`src/rtl/cpu_seq_ctrl.sv`:
```
// cpu_seq_ctrl: instruction-sequencing controller for the simple RISC datapath.
// Free-runs from reset through fetch, PC update and decode. It then walks the
// per-instruction state path for MOVI, MOVR, ALU, LDR and STR. HALT and
// illegal opcodes park the machine in HALT until reset is pulled low.
module cpu_seq_ctrl #(
  parameter int RD_LAT   = 1,
  parameter bit HAS_LDST = 1'b1
) (
  input  logic       clk,
  input  logic       reset,
  input  logic [2:0] opcode,
  input  logic [1:0] op,
  output logic [2:0] nsel,
  output logic [3:0] vsel,
  output logic       asel,
  output logic       bsel,
  output logic       loada,
  output logic       loadb,
  output logic       loadc,
  output logic       loads,
  output logic       write,
  output logic [1:0] ALUop,
  output logic       load_ir,
  output logic       load_pc,
  output logic       reset_pc,
  output logic       load_addr,
  output logic       addr_sel,
  output logic [1:0] mem_cmd,
  output logic       halted
);

  localparam int CW = (RD_LAT < 1) ? 1 : $clog2(RD_LAT + 1);
  localparam logic [CW-1:0] LAT_LAST = CW'(RD_LAT - 1);

  localparam logic [1:0] MEM_NONE  = 2'b00;
  localparam logic [1:0] MEM_READ  = 2'b01;
  localparam logic [1:0] MEM_WRITE = 2'b10;

  typedef enum logic [4:0] {
    S_RST, S_IF1, S_IF2, S_UPDPC, S_DEC, S_MOVI, S_GETA, S_GETB, S_EXEC,
    S_WRITE, S_ADDR, S_LADR, S_MRD, S_LWR, S_SGETB, S_SPASS, S_MWR, S_HALT
  } state_e;

  typedef enum logic [2:0] {
    I_MOVI, I_MOVR, I_ALU, I_LDR, I_STR, I_HALT
  } instr_e;

  state_e          state_q, state_d;
  instr_e          instr_q, instr_d;
  instr_e          instr_dec;
  logic [CW-1:0]   lat_cnt_q, lat_cnt_d;

  // Classify the IR fields into an instruction kind; anything unknown halts.
  always_comb begin
    instr_dec = I_HALT;
    case (opcode)
      3'b110: begin
        if (op == 2'b10)      instr_dec = I_MOVI;
        else if (op == 2'b00) instr_dec = I_MOVR;
      end
      3'b101:                 instr_dec = I_ALU;
      3'b011: begin
        if (HAS_LDST && op == 2'b00) instr_dec = I_LDR;
      end
      3'b100: begin
        if (HAS_LDST && op == 2'b00) instr_dec = I_STR;
      end
      default:                instr_dec = I_HALT;
    endcase
  end

  // Next-state logic; the instruction kind is latched in DEC and steers the
  // shared GETA/LADR/EXEC states, the latency counter paces the READ phases.
  always_comb begin
    state_d   = state_q;
    instr_d   = instr_q;
    lat_cnt_d = '0;
    case (state_q)
      S_RST:   state_d = S_IF1;
      S_IF1: begin
        if (lat_cnt_q == LAT_LAST) state_d = S_IF2;
        else                       lat_cnt_d = lat_cnt_q + CW'(1);
      end
      S_IF2:   state_d = S_UPDPC;
      S_UPDPC: state_d = S_DEC;
      S_DEC: begin
        instr_d = instr_dec;
        case (instr_dec)
          I_MOVI:              state_d = S_MOVI;
          I_MOVR:              state_d = S_GETB;
          I_ALU, I_LDR, I_STR: state_d = S_GETA;
          default:             state_d = S_HALT;
        endcase
      end
      S_MOVI:  state_d = S_IF1;
      S_GETA: begin
        case (instr_q)
          I_ALU:        state_d = S_GETB;
          I_LDR, I_STR: state_d = S_ADDR;
          default:      state_d = S_HALT;
        endcase
      end
      S_GETB:  state_d = S_EXEC;
      S_EXEC: begin
        if (instr_q == I_ALU && op == 2'b01) state_d = S_IF1;
        else                                 state_d = S_WRITE;
      end
      S_WRITE: state_d = S_IF1;
      S_ADDR:  state_d = S_LADR;
      S_LADR: begin
        case (instr_q)
          I_LDR:   state_d = S_MRD;
          I_STR:   state_d = S_SGETB;
          default: state_d = S_HALT;
        endcase
      end
      S_MRD: begin
        if (lat_cnt_q == LAT_LAST) state_d = S_LWR;
        else                       lat_cnt_d = lat_cnt_q + CW'(1);
      end
      S_LWR:   state_d = S_IF1;
      S_SGETB: state_d = S_SPASS;
      S_SPASS: state_d = S_MWR;
      S_MWR:   state_d = S_IF1;
      S_HALT:  state_d = S_HALT;
      default: state_d = S_HALT;
    endcase
  end

  // State, latched instruction kind and latency counter; reset forces RST.
  always_ff @(posedge clk or negedge reset) begin
    if (!reset) begin
      state_q   <= S_RST;
      instr_q   <= I_HALT;
      lat_cnt_q <= '0;
    end else begin
      state_q   <= state_d;
      instr_q   <= instr_d;
      lat_cnt_q <= lat_cnt_d;
    end
  end

  // Moore output decode from the current state (EXEC also forwards op).
  always_comb begin
    nsel      = 3'b001;
    vsel      = 4'b0001;
    asel      = 1'b0;
    bsel      = 1'b0;
    loada     = 1'b0;
    loadb     = 1'b0;
    loadc     = 1'b0;
    loads     = 1'b0;
    write     = 1'b0;
    ALUop     = 2'b00;
    load_ir   = 1'b0;
    load_pc   = 1'b0;
    reset_pc  = 1'b0;
    load_addr = 1'b0;
    addr_sel  = 1'b0;
    mem_cmd   = MEM_NONE;
    halted    = 1'b0;
    case (state_q)
      S_RST: begin
        reset_pc = 1'b1;
        load_pc  = 1'b1;
      end
      S_IF1: begin
        addr_sel = 1'b1;
        mem_cmd  = MEM_READ;
      end
      S_IF2: begin
        addr_sel = 1'b1;
        mem_cmd  = MEM_READ;
        load_ir  = 1'b1;
      end
      S_UPDPC: load_pc = 1'b1;
      S_DEC: ;
      S_MOVI: begin
        vsel  = 4'b0100;
        write = 1'b1;
      end
      S_GETA: loada = 1'b1;
      S_GETB: begin
        nsel  = 3'b100;
        loadb = 1'b1;
      end
      S_EXEC: begin
        loadc = 1'b1;
        if (instr_q == I_ALU) begin
          ALUop = op;
          loads = (op == 2'b01);
        end else begin
          asel = 1'b1;
        end
      end
      S_WRITE: begin
        nsel  = 3'b010;
        write = 1'b1;
      end
      S_ADDR: begin
        bsel  = 1'b1;
        loadc = 1'b1;
      end
      S_LADR: load_addr = 1'b1;
      S_MRD:  mem_cmd = MEM_READ;
      S_LWR: begin
        mem_cmd = MEM_READ;
        nsel    = 3'b010;
        vsel    = 4'b1000;
        write   = 1'b1;
      end
      S_SGETB: begin
        nsel  = 3'b010;
        loadb = 1'b1;
      end
      S_SPASS: begin
        asel  = 1'b1;
        loadc = 1'b1;
      end
      S_MWR:  mem_cmd = MEM_WRITE;
      S_HALT: halted = 1'b1;
      default: halted = 1'b1;
    endcase
  end

endmodule

```
`config.mk`:
```
export PLATFORM = sky130hd
export DESIGN_NAME = cpu_seq_ctrl
export DESIGN_NICKNAME = d
export VERILOG_FILES = /design/src/rtl/cpu_seq_ctrl.sv
export SDC_FILE = /design/constraint.sdc
export NUM_CORES = 1
export LEC_CHECK = 0
export ABC_CLOCK_PERIOD_IN_PS = 2900
export CAP_MARGIN = 20
export CORE_MARGIN = 2
export CORE_UTILIZATION = 35
export CTS_CLUSTER_SIZE = 20
export DETAILED_ROUTE_END_ITERATION = 8
export REMOVE_ABC_BUFFERS = 1
export SLEW_MARGIN = 25
export SYNTH_ARGS = -nofsm -noshare
export SYNTH_HDL_FRONTEND = slang
export SYNTH_SLANG_ARGS = --single-unit
```
`constraint.sdc`:
```
create_clock -name clk -period 2.9 [get_ports clk]
set_clock_uncertainty 0.05 [all_clocks]
set_input_delay 0.435 -clock clk [delete_from_list [all_inputs] [get_ports clk]]
set_output_delay 0.435 -clock clk [all_outputs]
set_load 0.005 [all_outputs]
```
==> impl_metrics.json, run 1 <==
{
  "run_status": "completed",
  "cts_resized": 0,
  "pwr-share-comb_pct": 11.4,
  "yosys.area.top_type": "dfrtp_1",
  "dpl_cell_area_um2": 1220,
  "final-seq-area_um2": 203,
  "layout_min_cycle_time_ns": 2.74,
  "utilization_pct": 50.5,
  "grt_pass1_vias": 930,
  "syn_inst": 136,
  "ant_nets": 0,
  "rows": 18,
  "cts_tree": "done",
  "fp.coreArea_um2": 2480,
  "overflow": 0,
  "layout-drive-gt1-share_pct": 7.98,
  "synth-seq-cells": 8,
  "die_w_um": 54.9,
  "ys_top_cells_by_count": "16 x nor2_1, 13 x nand2_1, 12 x a21oi_1, 8 x clkbuf_1, 8 x o21ai_0",
  "p_sw_uw": 52.7,
  "setup_tns_ns": 0,
  "slew_violations": 0,
  "intPower_uw": 178,
  "vias": 1080,
  "crit_type": "flip-flop to output pin",
  "gr-usage-all-layers_pct": 19.2,
  "postCtsHoldBufs": 0,
  "powerDensity_nw_per_um2": 184,
  "drt_first_pass_iters": 5,
  "nets": 171,
  "cp_cell_sequence": "or3b_2, nor4_1, and2_1, nor2b_1, clkdlybuf4s50_1",
  "synth_mux_area_share_pct": 0,
  "slowest_delay_ns": 0.51,
  "end_kind": "output pin",
  "synth_area_per_cell_um2": 6.68,
  "rsz0062_at_grt": "false",
  "dpl.hpwl_mm": 1.98,
  "grt_pass1_wl_mm": 4.17,
  "wl_mm": 2.65,
  "dpl.cell_count": 189,
  "crit_required_ns": 2.41,
  "ys_warn_count": 0,
  "switching_share_pct": 22.9,
  "start_util_pct": 36.7,
  "syn_area_um2": 908,
  "synth_edf_count": 0,
  "synth-compound-area-share_pct": 26.6,
  "grt_max_degree": 20,
  "finalSetupViolations": 0,
  "clk_latency_ns": 0.26,
  "antenna_found_initial": 0,
  "power_leakage_nw": 0.446,
  "synthFlopType": "dfrtp_1",
  "power_uw": 230,
  "timing.final.crit_share_pct": 94.5,
  "htreeDepth": 1,
  "gp_congestion": 0.903,
  "final_cell_count_no_fill": 193,
  "yosys.area_share.xor_xnor_pct": 0.964,
  "cts_buffer_depth": 2,
  "dr.first_iter.drc_count": 22,
  "start_kind": "flip-flop",
  "avgViaCountPerCell": 5.60,
  "syn2layout_area_growth_pct": 37.6,
  "async_flop_share_pct": 100,
  "worst_slack_ns": 0.160,
  "cp_slowest_cell": "or3b_2",
  "drt-wirelength-per-cell_um": 13.7,
  "yosysTopAreaCellShare_pct": 16.5,
  "numCtsBuffers": 3,
  "clock_sinks": 8,
  "synthSimpleGateAreaFrac_pct": 43.0,
  "diodes": 0,
  "synth_top_family_by_area": "simple AND/OR/NAND/NOR gates",
  "synth-adder-area-share_pct": 0,
  "synth_most_common_cell": "nor2_1",
  "stdcell_area_um2": 1250,
  "die_h_um": 54.9,
  "path_clk_slew_ns": 0.06,
  "fillCellCount": 267,
  "cts-root-buf": "clkbuf_4",
  "ios": 31,
  "cp.arrival_ns": 2.25,
  "seqPwrFrac_pct": 48.6,
  "cts_setup_buffers": 0,
  "seq_area_frac_synth_pct": 22.3,
  "io_buffers": 29,
  "maxCapViolCount": 0,
  "multi_input_area_um2": 644,
  "yosysUniqueCellTypes": 41,
  "fmax_mhz": 365,
  "path_max_fanout": 5,
  "drc_errors": 0,
  "peakVddDrop_v": 0.000230,
  "hold_violations": 0,
  "worstHoldPathType": "primary input to asynchronous set/reset pin",
  "die_area_um2": 3020,
  "p_clk_share_pct": 40.1,
  "post-place-ws_ns": 0.421,
  "synth_area_leaders": "dfrtp_1 17%, a21oi_1 6.6%, nor2_1 6.6%, dfstp_2 5.8%, nand2_1 5.4%",
  "hold-worst-slack_ns": 0.398
}
## cell families (layout without fill, tap and decap cells)
family,Yosys count,count (layout)
flops,8,8
compound gates,38,38
other cells,1,1
xor+xnor,1,1
buf+inv,15,42
simple gates,73,73
## layout by cell type, fill, tap and decap left out, types with 2 or more instances in the layout
cell type and instances:
nand3b_1 2, or4_1 3, and2_1 2, o21ai_0 8
buf_4 4, inv_1 4, a31oi_1 4, dfrtp_1 6
clkbuf_4 3, nand2_1 13, or3b_1 2, nand4_1 2
nor2_1 16, nand3_1 4, nor3b_1 4, nor2b_1 6
nand2b_1 7, o2111ai_1 2, dfstp_2 2, nor3_1 6
clkdlybuf4s50_1 29, or2_2 3, a21oi_1 12
## layer usage
| layer | GRT usage (%) | part of all wire (%) |
|---|---|---|
| met1 | 24.3 | 45 |
| met2 | 31.9 | 49 |
| met3 | 5.38 | 5.4 |
| met4 | 4.88 | 0.75 |
| met5 | 0 | 0 |
## worst paths after layout
path	from	to	slack, ns	cells after the start
worst max register to register	state_q[4]	state_q[1]	0.95	3
worst min-delay path	reset	state_q[4]	0.40	1
max in group asynchronous	reset	instr_q[2]	2.10	1
worst min register to register	instr_q[2]	instr_q[2]	0.46	2
min in group clk	instr_q[2]	instr_q[2]	0.46	2
worst max-delay path	instr_q[1]	loads	0.16	5
## critical path: cells and delay by family (launching register included)
kind          cells  cell delay (ns)
simple gates      4             1.10
buf+inv           1             0.51
flops             1             0.38
## power groups by stage
| stage | combinational, mW | clock [mW] | sequential, mW |
|---|---|---|---|
| after global routing | 0.0291 | 0.101 | 0.112 |
| after CTS | 0.0264 | 0.0970 | 0.112 |
| after floorplan | 0.0104 | 0 | 0.114 |
| after global placement | 0.0258 | 0 | 0.114 |
| after detailed placement | 0.0262 | 0 | 0.114 |
| final | 0.0262 | 0.0922 | 0.112 |
## flip-flops by register name, summed over array words and instances, names as in the netlist
signal   flops
state_q      5
instr_q      3
## layout make-up
class                           count  area share (%)
Clock buffer                        4            2.10
Sequential cell                     8            16.2
Tap cell                           30            3.00
Timing Repair Buffer               33            25.6
Multi-Input combinational cell    113            51.6
Inverter                            5            1.50
Note: power is estimated with default switching activity, not from simulation.
==> inputs of run 2 (changes only) <==
- ABC_AREA: not set -> 1
- CTS_BUF_LIST: not set -> sky130_fd_sc_hd__clkbuf_4 sky130_fd_sc_hd__clkbuf_8
- GPL_TIMING_DRIVEN: not set -> 1
- PLACE_DENSITY: not set -> 0.65
==> run 2 against run 1 <==
  * Sequential cell count did not move
  * Critical path depth increased by 1
  * Via count shrank 2.9%
  * Sequential share of layout area grew 0.61 points
  * Cell count up 10%
  * Area after synthesis is 5.6% lower
  * Largest cell class unchanged
  * Total power increased by 3.1%
  * Highest routed layer is now met3
  * Critical path type unchanged
  * Core utilization is 3.0 points higher
==> impl_metrics.json, run 2 <==
{
  "run_status": "completed",
  "fp.coreArea_um2": 2250,
  "yosys.area_share.xor_xnor_pct": 0,
  "cts_buffer_depth": 2,
  "antenna_found_initial": 0,
  "synth_most_common_cell": "nand2_1",
  "drt-wirelength-per-cell_um": 10.7,
  "finalSetupViolations": 0,
  "start_util_pct": 38.0,
  "top_register": "state_q",
  "hold_violations": 0,
  "largest_registers": "state_q (5), instr_q (3)",
  "layout-drive-gt1-share_pct": 11.9,
  "final_cell_mix": "37 x nand2_1, 32 x nor2_1, 29 x clkdlybuf4s50_1",
  "grt_max_degree": 10,
  "htreeDepth": 1,
  "clk_latency_ns": 0.25,
  "synth_mux_area_share_pct": 0,
  "cts_resized": 0,
  "rows": 17,
  "nets": 193,
  "die_w_um": 53.5,
  "syn2layout_area_growth_pct": 40.6,
  "drt_first_pass_iters": 4,
  "stdcell_area_um2": 1200,
  "p_clk_share_pct": 41.4,
  "numCtsBuffers": 3,
  "seqPwrFrac_pct": 47.1,
  "grt_pass1_wl_mm": 3.90,
  "ios": 31,
  "dpl_cell_area_um2": 1170,
  "synth_area_leaders": "dfrtp_1 18%, nand2_1 16%, nor2_1 14%, nand3_1 9.3%, inv_1 8.8%",
  "synth_edf_count": 0,
  "peakVddDrop_v": 0.000281,
  "maxCapViolCount": 0,
  "intPower_uw": 186,
  "power_leakage_nw": 0.589,
  "ys_top_cells_by_count": "37 x nand2_1, 32 x nor2_1, 20 x inv_1, 16 x nand3_1",
  "syn_area_um2": 857,
  "slew_violations": 0,
  "start_kind": "flip-flop",
  "gr-usage-all-layers_pct": 18.5,
  "dr.first_iter.drc_count": 26,
  "end_kind": "output pin",
  "cts_tree": "done",
  "dpl.hpwl_mm": 2.00,
  "yosysUniqueCellTypes": 25,
  "synth_area_per_cell_um2": 5.60,
  "ant_nets": 0,
  "syn_inst": 153,
  "synthSimpleGateAreaFrac_pct": 49.6,
  "ys_warn_count": 0,
  "r2r-start": "state_q[2]",
  "pwr-share-comb_pct": 11.5,
  "die_area_um2": 2860,
  "avgViaCountPerCell": 4.92,
  "synth-adder-area-share_pct": 0,
  "cts-root-buf": "clkbuf_4",
  "die_h_um": 53.5,
  "diodes": 0,
  "io_buffers": 29,
  "drc_errors": 0,
  "path_clk_slew_ns": 0.06,
  "synth_top_family_by_area": "simple AND/OR/NAND/NOR gates",
  "setup_tns_ns": 0,
  "fmax_mhz": 405,
  "crit_type": "flip-flop to output pin",
  "switching_share_pct": 21.8,
  "vias": 1049,
  "yosysTopAreaCellShare_pct": 17.5,
  "seq_area_frac_synth_pct": 23.6,
  "clock_sinks": 8,
  "synth-compound-area-share_pct": 13.6,
  "grt_pass1_vias": 950,
  "wl_mm": 2.29,
  "postCtsHoldBufs": 0,
  "synthFlopType": "dfrtp_1",
  "yosys.area.top_type": "dfrtp_1",
  "cp.arrival_ns": 1.99,
  "timing.final.crit_share_pct": 85.2,
  "rsz0062_at_grt": "false",
  "synth-seq-cells": 8,
  "worst_slack_ns": 0.430,
  "layout_min_cycle_time_ns": 2.47,
  "final_common_cell": "nand2_1",
  "path_max_fanout": 7,
  "gp_congestion": 0.873,
  "async_flop_share_pct": 100,
  "worstHoldPathType": "primary input to asynchronous set/reset pin",
  "p_sw_uw": 51.9,
  "largest_reg_flops": 5,
  "cp-startpoint": "state_q[4]",
  "overflow": 0,
  "cts_setup_buffers": 0,
  "powerDensity_nw_per_um2": 197,
  "post-place-ws_ns": 0.546,
  "crit_required_ns": 2.41
}
[run 2: changes by cell type after synthesis, moves of 8 or more]
| cell | change |
|---|---|
| a21oi_1 | -10 |
| nand3_1 | +12 |
| nand2_1 | +24 |
| nor2_1 | +16 |
| inv_1 | +16 |
| clkbuf_1 | -8 |
[run 2: path summary, 6_finish.rpt]
path,end,cells after the start,slack [ns]
max,loads,6,0.43
min,state_q[4],1,0.40
max reg2reg,state_q[0],8,1.41
min reg2reg,instr_q[1],1,0.47
max in group asynchronous,instr_q[2],1,2.11
min in group clk,instr_q[1],1,0.47
[run 2: metrics by stage]
stage / hold WS, ns / utilization (%) / total power [mW] / cells
2_1_floorplan: 0.0894 / - / 0.126 / 152
3_3_place_gp: 0.460 / 52.1 / 0.140 / 209
3_5_place_dp: 0.459 / 52.1 / 0.141 / 209
4_1_cts: 0.400 / 53.4 / 0.243 / 213
5_1_grt: 0.395 / 53.4 / 0.257 / 213
6_report: 0.395 / 53.4 / 0.237 / 213
[run 2: final cells by class]
cell class,instances,area (um2)
clock buffers,4,30.0
fillers,263,1050
inverters,27,101
multi-input cells,117,546
flip-flops and latches,8,203
well taps,28,35.0
repair buffers,29,290
[run 2: routing by layer]
| layer | vias to the layer above | GRT usage [%] | wire (um) |
|---|---|---|---|
| li1 | 551 | - | - |
| met1 | 461 | 22.5 | 956 |
| met2 | 37 | 34.0 | 1210 |
| met3 | 0 | 4.24 | 124 |
| met4 | 0 | 1.28 | 0 |
| met5 | - | 0 | 0 |
[run 2: kinds of logic after synthesis]
logic type | count (synthesis)
simple gates | 98
other cells | 1
flops | 8
buf+inv | 28
compound gates | 18
[run 2: power by group through the flow]
stage	Combinational [mW]	Clock [mW]	Sequential, mW
floorplan	0.0125	0	0.114
global placement	0.0266	0	0.114
detailed placement	0.0275	0	0.114
CTS	0.0276	0.103	0.112
global route	0.0309	0.114	0.112
finish	0.0272	0.0984	0.112
[run 2: worst max-delay path, stage by stage, from the launching register on]
cell             delay [ns]
dfrtp_1                0.42
inv_2                  0.14
nand2_2                0.09
nor2_2                 0.16
nand2_1                0.17
nor4_1                 0.21
clkdlybuf4s50_1        0.54
==> inputs of run 3 (changes only) <==
- ABC_CLOCK_PERIOD_IN_PS: 2900 -> 2200
- PLACE_DENSITY: 0.65 -> 0.68
- clock period: 2.9 -> 2.2 ns (I/O delays scaled with it)
==> run 3 against run 2 <==
  * Design area rose by 11%
  * Non-clock buffer count rose by 11
  * Cell count rose by 5.2%
  * Setup slack lost 0.37 ns
  * Total power up 31%
==> impl_metrics.json, run 3 (synthesis results as in run 2) <==
{
  "cts-root-buf": "clkbuf_4",
  "antenna_found_initial": 0,
  "drt-wirelength-per-cell_um": 11.7,
  "cp-startpoint": "state_q[2]",
  "diodes": 0,
  "dr.first_iter.drc_count": 38,
  "final_cell_count_no_fill": 224,
  "fmax_mhz": 466,
  "power_leakage_nw": 0.720,
  "cts_tree": "done",
  "grt_max_degree": 10,
  "top_register": "state_q",
  "fp.coreArea_um2": 2250,
  "dpl.cell_count": 212,
  "final_common_cell": "nand2_1",
  "cp_slowest_cell": "clkdlybuf4s50_1",
  "final_cell_mix": "36 x nand2_1, 27 x nor2_1, 23 x clkdlybuf4s50_1",
  "path_clk_slew_ns": 0.06,
  "p_clk_share_pct": 41.3,
  "die_area_um2": 2860,
  "finalSetupViolations": 0,
  "ant_nets": 0,
  "slowest_delay_ns": 0.50,
  "gr-usage-all-layers_pct": 18.9,
  "ios": 31,
  "dpl.hpwl_mm": 2.00,
  "timing.final.crit_share_pct": 97.5,
  "seqPwrFrac_pct": 47.3,
  "layout-drive-gt1-share_pct": 23.5,
  "htreeDepth": 1,
  "switching_share_pct": 21.6,
  "intPower_uw": 245,
  "largest_reg_flops": 5,
  "end_kind": "output pin",
  "p_sw_uw": 67.4,
  "wl_mm": 2.62,
  "start_util_pct": 38.0,
  "slew_violations": 0,
  "grt_pass1_wl_mm": 4.00,
  "worst-path-buf-inv": 4,
  "io_buffers": 29,
  "die_w_um": 53.5,
  "vias": 1145,
  "crit_required_ns": 1.82,
  "clock_sinks": 8,
  "crit_type": "flip-flop to output pin",
  "gp_congestion": 0.830,
  "cp.arrival_ns": 1.76,
  "r2r_setup_slack_ns": 0.66,
  "r2r-start": "state_q[3]",
  "drc_errors": 0,
  "grt_pass1_vias": 976,
  "pwr-share-comb_pct": 11.4,
  "worstHoldPathType": "primary input to asynchronous set/reset pin",
  "run_status": "completed",
  "clk_latency_ns": 0.25,
  "maxCapViolCount": 0,
  "hold_violations": 0,
  "cp_cell_sequence": "buf_4, nor2_2, buf_4, nand2_2, inv_1, clkdlybuf4s50_1",
  "powerDensity_nw_per_um2": 234,
  "path_max_fanout": 5,
  "cts_buffer_depth": 2,
  "rows": 17,
  "drt_first_pass_iters": 4,
  "overflow": 0,
  "nets": 204,
  "path_delay_family": "buffers and inverters",
  "die_h_um": 53.5,
  "rsz0062_at_grt": "true",
  "utilization_pct": 59.2,
  "crit_top_cell": "buf_4",
  "largest_registers": "state_q (5), instr_q (3)",
  "syn2layout_area_growth_pct": 55.8,
  "layout_min_cycle_time_ns": 2.14,
  "avgViaCountPerCell": 5.11,
  "start_kind": "flip-flop",
  "numCtsBuffers": 3,
  "peakVddDrop_v": 0.000399
}
==> run 3: what timing repair did <==
item                       in CTS  in global routing
hold buffers                    0                  0
setup endpoints to repair       8                 13
gates resized for setup         8                 13
cloned                          0                  0
buffers inserted                7                  1
==> run 3: layout make-up <==
type / instances / area (um2)
clock buffer: 4 / 30.0
fill: 255 / 920
inverter: 27 / 101
multi-input combinational: 117 / 576
sequential: 8 / 209
tap: 28 / 35.0
timing repair buffer: 40 / 384
==> run 3: worst paths after layout <==
kind / end / depth (start not counted)
max in group asynchronous: instr_q[0] / 1
min reg2reg: instr_q[1] / 1
min: state_q[2] / 1
max reg2reg: state_q[0] / 10
min in group clk: instr_q[1] / 1
max: load_addr / 6
==> run 3: layer usage <==
layer / part of all wire (%) / GRT usage, % / up-vias
met3: 5.5 / 4.80 / 4
met1: 39 / 20.2 / 522
met4: 0.84 / 4.27 / 0
li1: - / - / 576
met5: 0 / 0 / -
met2: 55 / 36.2 / 43
==> run 3: worst reg2reg max path, cell delays in order, from the launching register on <==
cell	delay, ns
dfrtp_2	0.45
inv_2	0.11
buf_4	0.13
buf_4	0.11
nand2_1	0.04
nand3_1	0.10
nand3_1	0.07
nor2_1	0.15
nand2_1	0.07
nor2_1	0.09
nand2_1	0.06
==> run 3: power groups by stage <==
| stage | Sequential [mW] | Clock, mW | Combinational (mW) |
|---|---|---|---|
| finish | 0.147 | 0.129 | 0.0356 |
| global route | 0.147 | 0.147 | 0.0404 |
| CTS | 0.147 | 0.136 | 0.0361 |
| detailed placement | 0.150 | 0 | 0.0360 |
| global placement | 0.150 | 0 | 0.0351 |
| floorplan | 0.150 | 0 | 0.0165 |
==> run 3: per-stage QoR <==
step / area (um2) / power (mW) / hold slack (ns) / TNS (ns) / setup slack [ns]
2_1_floorplan: 850 / 0.166 / -0.0156 / 0 / 0.732
3_3_place_gp: 1200 / 0.185 / 0.458 / 0 / 0.112
3_5_place_dp: 1200 / 0.186 / 0.465 / 0 / 0.0835
4_1_cts: 1290 / 0.319 / 0.294 / 0 / 0.0165
5_1_grt: 1340 / 0.334 / 0.298 / -0.129 / -0.0355
6_report: 1340 / 0.312 / 0.288 / 0 / 0.0554
